===== config.mk =====
export PLATFORM = sky130hd
export DESIGN_NAME = instr_sequencer
export DESIGN_NICKNAME = d
export VERILOG_FILES = /design/src/rtl/instr_sequencer.sv
export SDC_FILE = /design/constraint.sdc
export NUM_CORES = 1
export LEC_CHECK = 0
export ABC_AREA = 0
export CORE_MARGIN = 5
export CORE_UTILIZATION = 57
export DETAILED_ROUTE_END_ITERATION = 8
export GPL_ROUTABILITY_DRIVEN = 0
export PLACE_DENSITY = 0.82
export SLEW_MARGIN = 20
export SYNTH_ARGS = -nofsm -noshare
export SYNTH_HDL_FRONTEND = slang
export SYNTH_SLANG_ARGS = --single-unit

===== constraint.sdc =====
create_clock -name clk -period 4.5 [get_ports clk]
set_clock_uncertainty 0.05 [all_clocks]
set_input_delay 0.675 -clock clk [delete_from_list [all_inputs] [get_ports clk]]
set_output_delay 0.675 -clock clk [all_outputs]
set_load 0.05 [all_outputs]

===== src/rtl/instr_sequencer.sv =====
// Instruction sequencer: loadable program memory plus program counter that
// feeds simple_cpu one instruction at a time, each held for a fixed number of
// cycles, and stops on a HALT opcode or at the last memory word.
module instr_sequencer #(
    parameter int unsigned               INSTR_WIDTH      = 20,
    parameter int unsigned               PC_BITS          = 5,
    parameter int unsigned               CYCLES_PER_INSTR = 3,
    parameter logic [3:0]                HALT_OPCODE      = 4'hF,
    parameter logic [INSTR_WIDTH-1:0]    NOP_INSTR        = '0
) (
    input  logic                   clk,
    input  logic                   rst,
    input  logic                   load_en,
    input  logic [PC_BITS-1:0]     load_addr,
    input  logic [INSTR_WIDTH-1:0] load_data,
    input  logic                   start,
    input  logic                   abort,
    output logic [INSTR_WIDTH-1:0] instruction,
    output logic                   instr_valid,
    output logic [PC_BITS-1:0]     pc,
    output logic                   busy,
    output logic                   done
);

    localparam int unsigned Depth = 2 ** PC_BITS;
    // Keep the hold counter at least one bit wide when CYCLES_PER_INSTR is 1.
    localparam int unsigned CntW  = (CYCLES_PER_INSTR > 1) ? $clog2(CYCLES_PER_INSTR) : 1;
    localparam logic [CntW-1:0] CntLoad = CntW'(CYCLES_PER_INSTR - 1);

    typedef enum logic [1:0] {
        StIdle,
        StIssue,
        StWait,
        StHalted
    } state_e;

    state_e                 state_q, state_d;
    logic [PC_BITS-1:0]     pc_q, pc_d;
    logic [CntW-1:0]        cnt_q, cnt_d;
    logic [INSTR_WIDTH-1:0] instr_q, instr_d;
    logic                   valid_q, valid_d;
    logic [INSTR_WIDTH-1:0] fetch;
    logic                   load_ok;

    logic [INSTR_WIDTH-1:0] mem [Depth];

    assign load_ok = load_en && ((state_q == StIdle) || (state_q == StHalted));

    // Program memory write port; contents deliberately survive reset.
    always_ff @(posedge clk) begin
        if (load_ok) begin
            mem[load_addr] <= load_data;
        end
    end

    // State and output registers with synchronous active-low reset.
    always_ff @(posedge clk) begin
        if (!rst) begin
            state_q <= StIdle;
            pc_q    <= '0;
            cnt_q   <= '0;
            instr_q <= NOP_INSTR;
            valid_q <= 1'b0;
        end else begin
            state_q <= state_d;
            pc_q    <= pc_d;
            cnt_q   <= cnt_d;
            instr_q <= instr_d;
            valid_q <= valid_d;
        end
    end

    // Next-state logic; abort overrides every state and the hold counter.
    always_comb begin
        state_d = state_q;
        pc_d    = pc_q;
        cnt_d   = cnt_q;
        instr_d = instr_q;
        valid_d = valid_q;
        fetch   = mem[pc_q];

        if (abort) begin
            state_d = StIdle;
            instr_d = NOP_INSTR;
            valid_d = 1'b0;
        end else begin
            unique case (state_q)
                StIdle, StHalted: begin
                    // A simultaneous load wins over start.
                    if (start && !load_en) begin
                        pc_d    = '0;
                        state_d = StIssue;
                    end
                end
                StIssue: begin
                    // HALT words are consumed here and never reach the CPU.
                    if (fetch[INSTR_WIDTH-1 -: 4] == HALT_OPCODE) begin
                        state_d = StHalted;
                    end else begin
                        instr_d = fetch;
                        valid_d = 1'b1;
                        cnt_d   = CntLoad;
                        state_d = StWait;
                    end
                end
                StWait: begin
                    if (cnt_q != '0) begin
                        cnt_d = cnt_q - CntW'(1);
                    end else begin
                        instr_d = NOP_INSTR;
                        valid_d = 1'b0;
                        if (&pc_q) begin
                            state_d = StHalted;
                        end else begin
                            pc_d    = pc_q + PC_BITS'(1);
                            state_d = StIssue;
                        end
                    end
                end
                default: state_d = StIdle;
            endcase
        end
    end

    assign instruction = instr_q;
    assign instr_valid = valid_q;
    assign pc          = pc_q;
    assign busy        = (state_q == StIssue) || (state_q == StWait);
    assign done        = (state_q == StHalted);

endmodule


==> run metrics <==
area delta synth->final=14.5%; chip height=between 200 and 250 microns; worst path bufs/invs=0; synthesized flop and latch total=roughly 680; sequential share of the synthesized area=about three quarters; Max-Cap Viols=0; Top Usage Layer GRT=met2; H-tree levels=3; Total Die Area=between 40,000 and 50,000 sq um; Max VDD drop=~0.35 mV; Final Hold Viols=0; cts hold-fix bufs=0; Max Slew Vio Count=0; GRT overflow=0; Yosys cell types=41; CP Data Required Time=4.92 ns; min Tclk post-route=between 3 and 4 ns; Design Power=~0.013 W; Avg Cell Area, Syn=between 20 and 25 sq um; status=finished, final reports clean; combinational fraction of design power=1.9%; Hold WC Path Type=reg -> reg; Pwr per Cell Area=roughly 430 nW/um^2; largest net degree at the start of global routing=47; RSZ-0062 raised after global routing=false; die width=between 200 and 250 microns; vias after detailed routing=12,700; met3 GRT Util=about 5.3%; core area=approximately 45,000 sq um; clk slew on worst S/H paths=around 0.060 ns; # fillers=about 2,700; DRT iter0 DRCs=about 1,700; met1 usage=33.9%; DRC=0; IO Pins=58; Synth Net Count=1,161; CP top delay family=compound AO/OA/AOI/OAI gates; Final setup viols=0; 1st-pass router iterations=6; M2 GR Usage=roughly two fifths; Setup TNS=0 ns; Internal=0.0101 W; EDFF count, synth=640; setup bufs post-CTS=0; share of post-route cells with drive strength above 1=31.7%; Post-Syn Area=between 20,000 and 30,000 sq um; number of buffers created by CTS=66; Detailed Route WL=~60,000 microns; dpl hpwl=34,100 microns; nets=1,279; Sw Share=roughly a fifth; Sw Pwr=0.00256 W; commonest cells in the netlist=edfxtp_1, mux4_2, nor2_1; most frequent cell after synthesis=edfxtp_1; antenna diode count=0; Leak=9.00 nW; Worst Setup Start Kind=flop; Initial Utilization=57.4%; Ys Warns=0; Synth Flop Type=edfxtp_1; initial antenna violation count=1; clock sink count=roughly 680; Total GRT Usage=about a quarter; Rows=just under 80; most area-consuming cells after synthesis=edfxtp_1, mux4_2, dfxtp_1, mux2i_1, nor2_1; root buffer selected by CTS=clkbuf_16; critical path's slowest cell=dfxtp_4; clock network fraction of design power=a little over two fifths; Hold Slack=around 0.43 ns; Max stage delay on crit path=a little under 0.9 ns; Gate Count Post-Synth=about 1,100; Tightest Pin Transition=~1.2 ns; CP arrival=about 3.8 ns; first-pass GRT wire length=90,100 microns; Synth area leader=edfxtp_1; register share of total power=a little over half; crit path cell chain=mux4_2 -> mux2_2 -> a2bb2oi_1 -> nand4_1 -> o21ai_4 -> mux2i_1 -> nor2_1; Max transition margin=between 20% and 30%; vias in the first global route=about 13,000; number of gates resized after CTS=0; critical path peak fanout=46; CP Capture Type=flop; clock tree buffer depth=3; Via density=6.70; Clock Latency Late Sink=0.61 ns; # port buffers=57; top cell type's share of synthesized area=between 70% and 80%; ys async rst share=0%; Peak Freq=between 200 and 300 MHz; final core utilization=between 60 and 70%; CTS tree=built; antenna-violating nets left=0; final worst-path cycle share=74.5%; WL/cell=about 33 microns; Setup Crit Path Kind=reg -> reg
[power groups by stage]
stage | Clock (W) | Sequential (W) | Combinational, W
2_1_floorplan | 0 | 0.00707 | 0.0000681
3_3_place_gp | 0 | 0.00706 | 0.000223
3_5_place_dp | 0 | 0.00706 | 0.000235
4_1_cts | 0.00559 | 0.00693 | 0.000237
5_1_grt | 0.00587 | 0.00693 | 0.000251
6_report | 0.00553 | 0.00693 | 0.000239
[flip-flops by register name, indices dropped and copies added (netlist names), named ones only]
| signal | count |
|---|---|
| cnt_q | 2 |
| instr_valid | 1 |
| instruction | 20 |
| mem | 640 |
| pc | 5 |
| state_q | 2 |
[cell usage in the layout (no fill, tap or decap), types with 12 or more instances in the layout]
cell type	synthesis	routed
edfxtp_1	640	640
mux4_2	198	198
clkbuf_16	0	68
clkdlybuf4s50_1	0	52
buf_4	3	44
nor2_2	0	32
dfxtp_1	35	30
nand2_1	23	23
mux2i_1	21	21
nand3_1	20	20
clkbuf_1	30	16
nor2_1	44	12
clkinv_2	0	12
[layout make-up]
type	count	area, sq um	area share (%)
Clock buffer	85	1780	5.98
Clock inverter	35	369	1.24
Inverter	6	22.5	0.0759
Multi-Input combinational cell	385	5800	19.5
Sequential cell	675	19900	67.1
Tap cell	600	751	2.53
Timing Repair Buffer	109	1040	3.49
[tightest hold or removal path, cell delays in order, from the launching register on]
cell and delay, ns:
dfxtp_1 0.31, nand3_1 0.06, o21ai_0 0.06
[per-stage QoR]
step / area, sq um / cells / worst slack [ns]
floorplan: 25900 / 1125 / 1.74
global placement: 27600 / 1775 / 1.22
detailed placement: 27600 / 1775 / 1.16
CTS: 29700 / 1895 / 1.15
global route: 29700 / 1895 / 0.917
finish: 29700 / 1895 / 1.15
[metal layers]
metal | vias up | part of all wire (%)
met5 | - | 0.021
met4 | 2 | 3.1
met3 | 149 | 10
met2 | 884 | 51
met1 | 6636 | 36
li1 | 5020 | -
[logic make-up (layout without fill, tap and decap cells)]
logic type	Yosys count	after routing	synth area share, %
DFF	675	675	76.8
muxes	224	224	18.2
and+or+nand+nor	121	121	2.25
buffers and inverters	65	235	1.10
AOI/OAI and AO/OA	34	34	1.28
adders and majority gates	6	6	0.290
[worst paths after layout]
path,from,to,slack (ns),depth (start not counted)
worst min-delay path,instruction[19],instruction[19],0.43,2
worst min register to register,instruction[19],instruction[19],0.43,2
worst max register to register,flop,instruction[7],1.15,7
worst max-delay path,flop,instruction[7],1.15,7
Power figures use the tool's default switching activity.
